--- config.mk ---
export PLATFORM = sky130hd
export DESIGN_NAME = mac_operand_issuer
export DESIGN_NICKNAME = d
export VERILOG_FILES = /design/src/rtl/mac_pkg.sv /design/src/rtl/mac_issue_ch.sv /design/src/rtl/mac_operand_issuer.sv
export SDC_FILE = /design/constraint.sdc
export NUM_CORES = 1
export LEC_CHECK = 0
export CORE_MARGIN = 2
export CORE_UTILIZATION = 52
export DETAILED_ROUTE_END_ITERATION = 7
export PLACE_DENSITY = 0.81
export SETUP_SLACK_MARGIN = 0.3
export SLEW_MARGIN = 20
export SYNTH_ARGS = -nofsm -noshare
export SYNTH_HDL_FRONTEND = slang
export SYNTH_SLANG_ARGS = --single-unit
--- constraint.sdc ---
create_clock -name clk -period 3.93 [get_ports clk]
set_input_delay 0.786 -clock clk [delete_from_list [all_inputs] [get_ports clk]]
set_output_delay 0.786 -clock clk [all_outputs]
set_load 0.01 [all_outputs]
--- src/rtl/mac_pkg.sv ---
// Shared types and constants for the MAC operand issuer: FSM state, channel indices and beat indexing.
package mac_pkg;

  localparam int unsigned DATA_WIDTH = 8;
  localparam int unsigned NUM_CH     = 4;
  localparam int unsigned IDX_W      = 2;
  localparam int unsigned NUM_HELD   = 3;

  localparam logic [IDX_W-1:0] CH_A     = 2'd0;
  localparam logic [IDX_W-1:0] CH_B     = 2'd1;
  localparam logic [IDX_W-1:0] CH_C     = 2'd2;
  localparam logic [IDX_W-1:0] CH_D     = 2'd3;
  localparam logic [IDX_W-1:0] LAST_IDX = 2'd3;

  typedef enum logic {
    COLLECT = 1'b0,
    ISSUE   = 1'b1
  } state_e;

endpackage

--- src/rtl/mac_issue_ch.sv ---
// One master valid/ready output channel: holds an operand and its pending bit until the MAC accepts it.
module mac_issue_ch
  import mac_pkg::*;
#(
  parameter int unsigned Data_width = DATA_WIDTH
) (
  input  logic                  clk,
  input  logic                  rst,
  input  logic                  load_i,
  input  logic [Data_width-1:0] data_i,
  input  logic                  ready_i,
  output logic [Data_width-1:0] data_o,
  output logic                  valid_o,
  output logic                  idle_next_c
);

  logic [Data_width-1:0] data_q, data_d;
  logic                  pending_q, pending_d;

  // Data is only loaded while the channel is idle, so it stays stable while pending.
  always_comb begin
    data_d    = data_q;
    pending_d = pending_q & ~ready_i;
    if (load_i) begin
      data_d    = data_i;
      pending_d = 1'b1;
    end
  end

  always_ff @(posedge clk or posedge rst) begin
    if (rst) begin
      data_q    <= '0;
      pending_q <= 1'b0;
    end else begin
      data_q    <= data_d;
      pending_q <= pending_d;
    end
  end

  assign data_o      = data_q;
  assign valid_o     = pending_q;
  assign idle_next_c = ~pending_d;

endmodule

--- src/rtl/mac_operand_issuer.sv ---
// Collects serial A,B,C,D operand beats and issues each group on four independent valid/ready channels.
module mac_operand_issuer
  import mac_pkg::*;
#(
  parameter int unsigned Data_width = DATA_WIDTH,
  parameter int unsigned CNT_W      = 8
) (
  input  logic                  clk,
  input  logic                  rst,
  input  logic [Data_width-1:0] s_data,
  input  logic                  s_valid,
  input  logic                  s_last,
  output logic                  s_ready,
  output logic [Data_width-1:0] m_a_data,
  output logic                  m_a_valid,
  input  logic                  m_a_ready,
  output logic [Data_width-1:0] m_b_data,
  output logic                  m_b_valid,
  input  logic                  m_b_ready,
  output logic [Data_width-1:0] m_c_data,
  output logic                  m_c_valid,
  input  logic                  m_c_ready,
  output logic [Data_width-1:0] m_d_data,
  output logic                  m_d_valid,
  input  logic                  m_d_ready,
  output logic                  err_framing,
  output logic [CNT_W-1:0]      grp_count
);

  state_e                state_q, state_d;
  logic [IDX_W-1:0]      idx_q, idx_d;
  logic [Data_width-1:0] op_q [NUM_HELD];
  logic [Data_width-1:0] op_d [NUM_HELD];
  logic                  err_q, err_d;
  logic [CNT_W-1:0]      grp_q, grp_d;
  logic                  load_c;
  logic                  accept_c;

  logic [NUM_CH-1:0]     ch_ready;
  logic [NUM_CH-1:0]     ch_valid;
  logic [NUM_CH-1:0]     ch_idle_next;
  logic [Data_width-1:0] ch_data [NUM_CH];

  assign s_ready  = (state_q == COLLECT);
  assign accept_c = s_valid & s_ready;
  assign ch_ready = {m_d_ready, m_c_ready, m_b_ready, m_a_ready};

  // Collect FSM: s_last must coincide exactly with the D beat, otherwise the group is dropped.
  always_comb begin
    state_d = state_q;
    idx_d   = idx_q;
    err_d   = 1'b0;
    grp_d   = grp_q;
    load_c  = 1'b0;
    op_d    = op_q;
    case (state_q)
      COLLECT: begin
        if (accept_c) begin
          if (s_last != (idx_q == LAST_IDX)) begin
            err_d = 1'b1;
            idx_d = '0;
          end else if (s_last) begin
            idx_d   = '0;
            load_c  = 1'b1;
            state_d = ISSUE;
          end else begin
            for (int unsigned i = 0; i < NUM_HELD; i++) begin
              if (idx_q == IDX_W'(i)) op_d[i] = s_data;
            end
            idx_d = idx_q + IDX_W'(1);
          end
        end
      end
      ISSUE: begin
        if (&ch_idle_next) begin
          state_d = COLLECT;
          grp_d   = grp_q + CNT_W'(1);
        end
      end
      default: state_d = COLLECT;
    endcase
  end

  always_ff @(posedge clk or posedge rst) begin
    if (rst) begin
      state_q <= COLLECT;
      idx_q   <= '0;
      err_q   <= 1'b0;
      grp_q   <= '0;
      for (int unsigned i = 0; i < NUM_HELD; i++) op_q[i] <= '0;
    end else begin
      state_q <= state_d;
      idx_q   <= idx_d;
      err_q   <= err_d;
      grp_q   <= grp_d;
      op_q    <= op_d;
    end
  end

  // The D operand is taken straight from the bus on the beat that completes the group.
  for (genvar g = 0; g < NUM_CH; g++) begin : g_ch
    logic [Data_width-1:0] load_data;
    if (g == NUM_CH - 1) begin : g_direct
      assign load_data = s_data;
    end else begin : g_held
      assign load_data = op_q[g];
    end
    mac_issue_ch #(.Data_width(Data_width)) u_ch (
      .clk         (clk),
      .rst         (rst),
      .load_i      (load_c),
      .data_i      (load_data),
      .ready_i     (ch_ready[g]),
      .data_o      (ch_data[g]),
      .valid_o     (ch_valid[g]),
      .idle_next_c (ch_idle_next[g])
    );
  end

  assign m_a_data    = ch_data[CH_A];
  assign m_b_data    = ch_data[CH_B];
  assign m_c_data    = ch_data[CH_C];
  assign m_d_data    = ch_data[CH_D];
  assign m_a_valid   = ch_valid[CH_A];
  assign m_b_valid   = ch_valid[CH_B];
  assign m_c_valid   = ch_valid[CH_C];
  assign m_d_valid   = ch_valid[CH_D];
  assign err_framing = err_q;
  assign grp_count   = grp_q;

endmodule

==> impl_metrics.tcl <==
set metrics [dict create \
    mostFrequentLayoutCell "sky130_fd_sc_hd__dfrtp_1" \
    synth_top_cell_by_area "sky130_fd_sc_hd__dfrtp_1" \
    post-route-min-period_ps 2280 \
    timing.reg2reg.worst_path_depth 4 \
    critical_path.max_stage_delay_ps 550 \
    cts_num_sinks 72 \
    grt_antenna_before_repair 0 \
    ys_ff_latch 72 \
    drt_iter0_markers 109 \
    groute.layer.met2.usage 0.309 \
    tritoncts_buffer_count 9 \
    dieHeight_um 79.9 \
    slowest_stage "sky130_fd_sc_hd__clkdlybuf4s50_1" \
    ctsResizeCount 0 \
    gr-usage-met3 0.0328 \
    worstHoldPathCells 1 \
    layout.nets 282 \
    setup_violations 0 \
    layout.core_utilization 0.703 \
    cell_breakdown_of_the_critical_path "inv_1 -> clkdlybuf4s50_1" \
    synthDominantCellAreaShare 0.602 \
    tightestPinTransition_ps 882 \
    setup_tns_ps 0 \
    placementRows 27 \
    ys.warnings.count 0 \
    leakage_power_uw 0.00185 \
    route.detailed.vias_per_inst 5.01 \
    power-per-cell-area_nw_per_um2 489 \
    grt-busiest-layer "met2" \
    worstSetupPathDepth 2 \
    cp_data_arrival_time_ps 1490 \
    final_hold_viol_count 0 \
    grt_pass1_vias 1823 \
    crit_fanout 7 \
    initial_core_util 0.541 \
    floorplan.die.width_um 79.9 \
    most-common-layout-cells "72 x sky130_fd_sc_hd__dfrtp_1, 61 x sky130_fd_sc_hd__clkdlybuf4s50_1, 32 x sky130_fd_sc_hd__mux2_2, 26 x sky130_fd_sc_hd__mux2_4, 11 x sky130_fd_sc_hd__clkbuf_8" \
    cts-root-buf "sky130_fd_sc_hd__clkbuf_8" \
    grt_pass1_wl_um 9150 \
    synth.top_cells.by_area "sky130_fd_sc_hd__dfrtp_1 60%, sky130_fd_sc_hd__mux2_4 13%, sky130_fd_sc_hd__mux2_2 12%, sky130_fd_sc_hd__ha_1 2.9%, sky130_fd_sc_hd__buf_6 1.5%" \
    max-clock-path-buffers 2 \
    setup.worst_path.start_class "register" \
    timing.fmax_ghz 0.439 \
    dp_hpwl_um 3590 \
    globalRoute.totalOverflow 0 \
    fin_worst_skew_ps 7.28 \
    class_of_the_most_critical_hold_timing_path "register to register" \
    worst_path_required_ps 3140 \
    synth-seq-area-share 0.602 \
    number_of_port_buffers 61 \
    drt-pass1-iter-count 4 \
    n_antenna_cell 0 \
    route.vias.total 1685 \
    synthDistinctLibCells 21 \
    globalplace.congestion 0.789 \
    grtUsageMet1 0.257 \
    route.final.wire_length_um 5410 \
    drt_drc_violations_left 0 \
    htreeDepth 3 \
    critical_path.top_delay_family "buffers and inverters" \
    critical_path_class "register to primary output" \
    rsz0062_at_grt "no" \
    cts_tree "yes" \
    report.final.slew_viol_count 0 \
    placeableCoreArea_um2 5540 \
    dieArea_um2 6380 \
    cts_hold_repair.buffers 0 \
    drv.max_cap_violation_count 0 \
    worst_slew_margin_rel 0.411 \
    aggregate_global_route_resource_usage 0.194 \
    syn_area_um2 3000 \
    post_cts_buffers 0 \
    clk_transition_reported_paths_ps 70 \
    total_power_uw 1910 \
    min_period_over_period 0.580 \
    clock_latency_ps 340 \
    drive_above_1_share 0.314 \
    endpoint_kind "primary output" \
    synthesis.instances 189 \
    maximum_number_of_pins_on_one_net_before_global_route_repair 55 \
    synth.avg_cell_area_um2 15.8 \
    synth_fp_nets 212 \
    drt.antenna.violating_nets 0 \
    outcome "finished, final reports clean" \
    area_growth_syn_to_layout_pct 30.1 \
    ports_placed_on_the_boundary 62 \
    avgRoutedWirePerCell_um 16.1 \
    irDropWorstVdd_mv 0.305 \
    path_buf_inv 2 \
]
[path summary, 6_finish.rpt]
path | startpoint | to | slack (ps)
worst max-delay path | state_q | s_ready | 1650
worst min-delay path | grp_count[7] | grp_count[7] | 470
min in group asynchronous | rst | grp_count[7] | 930
worst max register to register | idx_q[1] | g_ch[2].u_ch.data_o[4] | 2220
max in group asynchronous | rst | g_ch[1].load_data[5] | 2340
worst min register to register | grp_count[7] | grp_count[7] | 470
[metrics by stage]
step	area, um^2	setup slack (ps)	hold slack (ps)	instances
after global placement	3670	1480	458	320
after detailed placement	3670	1430	465	320
after global routing	3900	1590	503	336
after floorplan	3000	1320	475	189
final	3900	1650	471	336
after CTS	3900	1640	475	336
[cell type report]
class / count / area, um^2
fill: 395 / 1640
inverter: 7 / 27.5
clock buffer: 11 / 151
clock inverter: 5 / 78.8
timing repair buffer: 63 / 626
sequential: 72 / 1800
tap: 72 / 90.1
multi-input combinational: 106 / 1120
[logic make-up (layout without fill, tap and decap cells)]
group                    count (synthesis)  in the layout  synth area share
multiplexers                            58             58             0.251
flip-flops                              72             72             0.602
buffers and inverters                   11             86            0.0238
AO/OA/AOI/OAI                            1              1           0.00292
XOR/XNOR                                 7              7            0.0205
AND/OR/NAND/NOR                         33             33            0.0714
adder cells (fa/ha/maj)                  7              7            0.0292
[power breakdown]
part           internal, uW  leakage (uW)  total, uW  switching, uW
Sequential              861      0.000925        932           71.5
Combinational           206      0.000805        312            106
Clock                   391      0.000119        661            270
[state kept, by name, summed over array words and instances (netlist names)]
register           flops
g_ch.u_ch.valid_o      4
grp_count              8
idx_q                  2
state_q                1
g_ch.u_ch.data_o      32
g_ch.load_data        24
err_framing            1
[synth_stat cells (all sizes together)]
cell type	n
dfrtp	72
mux2	58
nand2	9
ha	7
inv	7
nand3	7
nor3	6
xor2	5
buf	4
nand2b	4
nand4	3
xnor2	2
a22o	1
and2	1
nor2	1
nor2b	1
or2	1
[routing by layer]
layer  part of all wire  wire, um
met5                  0         0
met4              0.020       110
met3              0.032       174
met2               0.51      2750
met1               0.44      2380
[worst register-to-register path, delay by kind of cell (launching register included)]
kind,cells,cell delay (ps)
adder cells (fa/ha/maj),2,470
AND/OR/NAND/NOR,1,300
flip-flops,1,420
multiplexers,1,410
No activity file was read; power rests on OpenSTA's default activity.
==> edit 1: new RTL, same flow settings <==
Set the parameter `CNT_W` to 12 (it was 8).
--- a/src/rtl/mac_operand_issuer.sv
+++ b/src/rtl/mac_operand_issuer.sv
@@ -3,7 +3,7 @@
   import mac_pkg::*;
 #(
   parameter int unsigned Data_width = DATA_WIDTH,
-  parameter int unsigned CNT_W      = 8
+  parameter int unsigned CNT_W      = 12
 ) (
   input  logic                  clk,
   input  logic                  rst,
Ports: changed (resized grp_count); port bits go from 62 to 66. No check against the original RTL was run, so the function may have changed too.
==> edit 1 against the original RTL <==
Combinational power decreased by 10%. Design area increased by 3.4%. Sequential cell count increased by 4. Largest power group unchanged. Critical path depth increased by 2. Worst setup slack got worse by 0.070 ns. Critical endpoint is now g_ch[0].u_ch.data_o[5]. Routed wire length decreased by 1.7%. Clock power decreased by 3.0%. Sequential power increased by 3.4%. Fmax decreased by 3.0%. Area after synthesis increased by 3.3%. Register-to-register slack got worse by 0.10 ns. Largest cell class unchanged. Power decreased by 1.1%.
==> edit 1: results <==
set metrics [dict create \
    vdd_ir_drop_max_mv 0.308 \
    synth_common_cells "dfrtp_1 (76), mux2_2 (32), mux2_1 (26)" \
    relSlewSlack_pct 66.2 \
    gp_congestion 0.724 \
    clock_tree.buffer_depth 2 \
    status "complete, no violations" \
    postCtsResizedCells 0 \
    grt_pass1_vias 1903 \
    ctsHtreeMaxLevel 3 \
    grt_pass1_wl_um 9030 \
    placed_area_um2 3810 \
    cts_buffers 9 \
    ys_seq_area_share_pct 61.4 \
    largest_reg_flops 32 \
    drive_above_1_share_pct 21.6 \
    synth_nets 228 \
    io_buffers 65 \
    drt_iter0_drc 40 \
    clkSlewWorstSetupHoldPaths_ns 0.08 \
    clk_root_buffer_cell "clkbuf_8" \
    ys_types 27 \
    p_sw_w 0.000447 \
    cts_setup_buffers 0 \
    ys.warnings.count 0 \
    antenna_found_initial 0 \
    antenna_cells 0 \
    grt_usage_pct 18.7 \
    insertion_delay_ns 0.34 \
    finClkSkew_ns 0.00738 \
    synth_area_leaders "dfrtp_1 (61%), mux2_2 (12%), mux2_1 (9.5%)" \
    dpl.hpwl_um 3650 \
    critPathMaxFanout 37 \
    drt-total-wl_um 5320 \
    firstDrtPassIters 4 \
    crit_arrival_ns 2.57 \
    via_per_inst 5.04 \
    p_leak_nw 1.84 \
    final_nets 301 \
    grt_max_degree 38 \
]
## edit 1: layout make-up
type,instances,area (um^2)
Inverter,8,30.0
Clock inverter,7,98.8
Timing Repair Buffer,67,666
Fill cell,441,1820
Multi-Input combinational cell,116,1120
Sequential cell,76,1900
Tap cell,75,93.8
Clock buffer,9,124
## edit 1: logic make-up (layout without fill, tap and decap cells)
logic type	Yosys count	count (layout)	share of synthesized area [%]
AO/OA/AOI/OAI	1	1	0.283
flip-flops	76	76	61.4
XOR/XNOR	11	11	3.11
multiplexers	58	58	21.1
adder cells (fa/ha/maj)	7	7	2.83
buffers and inverters	13	91	2.47
AND/OR/NAND/NOR	39	39	8.77
## edit 1: power by group through the flow
| stage | combinational, W | clock (W) | sequential (W) |
|---|---|---|---|
| 6_report | 0.000280 | 0.000641 | 0.000964 |
| 2_1_floorplan | 0.000131 | 0 | 0.000983 |
| 3_5_place_dp | 0.000284 | 0 | 0.000978 |
| 4_1_cts | 0.000286 | 0.000659 | 0.000965 |
| 3_3_place_gp | 0.000274 | 0 | 0.000974 |
| 5_1_grt | 0.000311 | 0.000691 | 0.000979 |
## edit 1: path summary, 6_finish.rpt
kind	endpoint	depth (start not counted)	startpoint	slack, ns
setup / recovery	g_ch[0].u_ch.data_o[5]	4	s_valid	1.58
setup reg to reg	g_ch[0].u_ch.data_o[5]	3	state_q	2.12
hold / removal	grp_count[11]	1	grp_count[11]	0.47
hold reg to reg	grp_count[11]	1	grp_count[11]	0.47
min in group asynchronous	g_ch[0].u_ch.valid_o	2	rst	0.78
max in group asynchronous	g_ch[0].u_ch.data_o[3]	3	rst	2.42
## edit 1: layer usage
metal / GRT usage, % / up-vias / routed length [um]
li1: - / 854 / -
met1: 24.8 / 892 / 2480
met2: 28.5 / 51 / 2440
met3: 5.11 / 7 / 326
met4: 9.32 / 0 / 78
met5: 0 / - / 0
## edit 1: metrics by stage
step	power [W]	hold WS (ns)	utilization, %	instances	setup slack, ns
final	0.00188	0.469	68.9	358	1.58
after floorplan	0.00111	0.452	-	205	1.21
after global routing	0.00198	0.494	68.9	358	1.46
after CTS	0.00191	0.473	68.9	358	1.56
after global placement	0.00125	0.457	65.1	342	1.25
after detailed placement	0.00126	0.459	65.1	342	1.21
## edit 1: worst max-delay path, cell delays in order
cell and delay, ns:
clkdlybuf4s50_1 0.49, nor2b_1 0.45, nand2_4 0.39, mux2_1 0.44
==> edit 2: new RTL, same settings <==
Made on the original files. Reset style: synchronous (`rst`), changed in 2 clocked blocks.
--- a/src/rtl/mac_issue_ch.sv
+++ b/src/rtl/mac_issue_ch.sv
@@ -27,7 +27,7 @@
     end
   end
 
-  always_ff @(posedge clk or posedge rst) begin
+  always_ff @(posedge clk) begin
     if (rst) begin
       data_q    <= '0;
       pending_q <= 1'b0;
--- a/src/rtl/mac_operand_issuer.sv
+++ b/src/rtl/mac_operand_issuer.sv
@@ -81,7 +81,7 @@
     endcase
   end
 
-  always_ff @(posedge clk or posedge rst) begin
+  always_ff @(posedge clk) begin
     if (rst) begin
       state_q <= COLLECT;
       idx_q   <= '0;
Function: differs if rst is asserted again (counterexample within 4 cycles, from zero or initial values and one cycle with rst high); with rst held inactive, the same outputs for 10 cycles.
==> edit 2 against the original RTL <==
Die area is 6.5% lower. Worst setup slack worse by 0.0020 ns. Non-clock buffer count stayed put. Sequential share of layout area is 6.1 points lower. Critical path depth stayed put. Area after synthesis is 6.9% lower. Sequential cell count stayed put. Routed wire length is 14% higher. Design area is 7.7% lower.
Power is not compared: it rests on default switching activity, and its combinational part moved more than twofold at a synthesized area within 25%.
==> edit 2: results <==
set metrics [dict create \
    via_per_inst 5.15 \
    async_reset_ff_share_pct 0 \
    cp_top_family "buffers and inverters" \
    clkSlewWorstSetupHoldPaths_ns 0.07 \
    gp_congestion 0.783 \
    largest_reg_flops 32 \
    firstDrtPassIters 5 \
    cts_setup_buffers 0 \
    finalSetupViolations 0 \
    clock_tree.buffer_depth 2 \
    hold_class "flip-flop to flip-flop" \
    fin_cells 462 \
    antenna_cells 0 \
    io_buffers 61 \
    ys.warnings.count 0 \
    synth_area_leaders "dfxtp_1 (52%), nand2_1 (15%), a21oi_1 (12%)" \
    n_fill_cell 449 \
    synth_nets 357 \
    ys_seq_area_share_pct 51.7 \
    vdd_ir_drop_max_mv 0.283 \
    ctsHtreeMaxLevel 3 \
    crit_arrival_ns 1.49 \
    tightestPinTransition_ns 0.777 \
    placed_area_um2 3360 \
    post_drt_wl_per_cell_um 13.3 \
    p_leak_nw 1.23 \
    ys_types 30 \
    grt_pass1_wl_um 10400 \
    grt_max_degree 44 \
    max_stage_delay_ns 0.52 \
    antenna_found_initial 0 \
    drv_slew 0 \
    postCtsResizedCells 0 \
    synth_common_cells "nand2_1 (114), dfxtp_1 (72), a21oi_1 (68)" \
    status "complete, no violations" \
    crit_slowest_cell "dfxtp_1" \
    drt_iter0_drc 159 \
    finClkSkew_ns 0.00466 \
    dp.cells 446 \
    grt_pass1_vias 2282 \
    grt_usage_pct 22.0 \
    synth_ff_type "dfxtp_1" \
    critPathMaxFanout 9 \
    synthCells 334 \
    cts_buffers 9 \
    final_nets 410 \
    dpl.hpwl_um 4120 \
    drive_above_1_share_pct 6.89 \
    clk_root_buffer_cell "clkbuf_8" \
    insertion_delay_ns 0.34 \
]
-- edit 2: cell type report --
cell class / instances / area (um^2) / area share (%)
Clock buffer: 14 / 173 / 4.80
Tap cell: 70 / 87.6 / 2.44
Clock inverter: 2 / 60.1 / 1.67
Inverter: 5 / 18.8 / 0.522
Sequential cell: 72 / 1440 / 40.1
Multi-Input combinational cell: 236 / 1190 / 33.2
Timing Repair Buffer: 63 / 621 / 17.3
-- edit 2: path summary, 6_finish.rpt --
path / from / endpoint / slack (ns) / cells past startpoint
min reg2reg: g_ch[3].u_ch.data_o[4] / g_ch[3].u_ch.data_o[4] / 0.46 / 2
max: state_q / s_ready / 1.65 / 2
max reg2reg: idx_q[0] / g_ch[0].u_ch.data_o[0] / 2.30 / 5
min: g_ch[3].u_ch.data_o[4] / g_ch[3].u_ch.data_o[4] / 0.46 / 2
-- edit 2: cell families (layout without fill, tap and decap cells) --
logic type	count (synthesis)	in the layout	share of synthesized area (%)
and+or+nand+nor	152	152	25.2
AOI/OAI and AO/OA	75	75	13.7
DFF	72	72	51.7
buffers and inverters	26	84	5.52
adders and majority gates	7	7	3.14
muxes	2	2	0.762
-- edit 2: through the flow --
stage               setup WS [ns]  total power [W]
floorplan                    2.21         0.000782
global placement             1.57         0.000807
detailed placement           1.53         0.000808
CTS                          1.65          0.00147
global route                 1.55          0.00150
finish                       1.65          0.00146
-- edit 2: layer usage --
metal  track usage, %  part of all wire, %  wire length (um)  vias to the layer above
met5                0                    0                 0                        -
met4             11.4                  1.6               100                        0
met3             3.88                  3.8               235                        8
met2             37.7                   51              3110                       55
met1             26.4                   44              2700                     1110
li1                 -                    -                 -                     1206
-- edit 2: report_power, final --
group	total, W	switching (W)	internal [W]
sequential	0.000738	0.00000299	0.000735
combinational	0.0000544	0.0000311	0.0000233
clock	0.000668	0.000257	0.000411
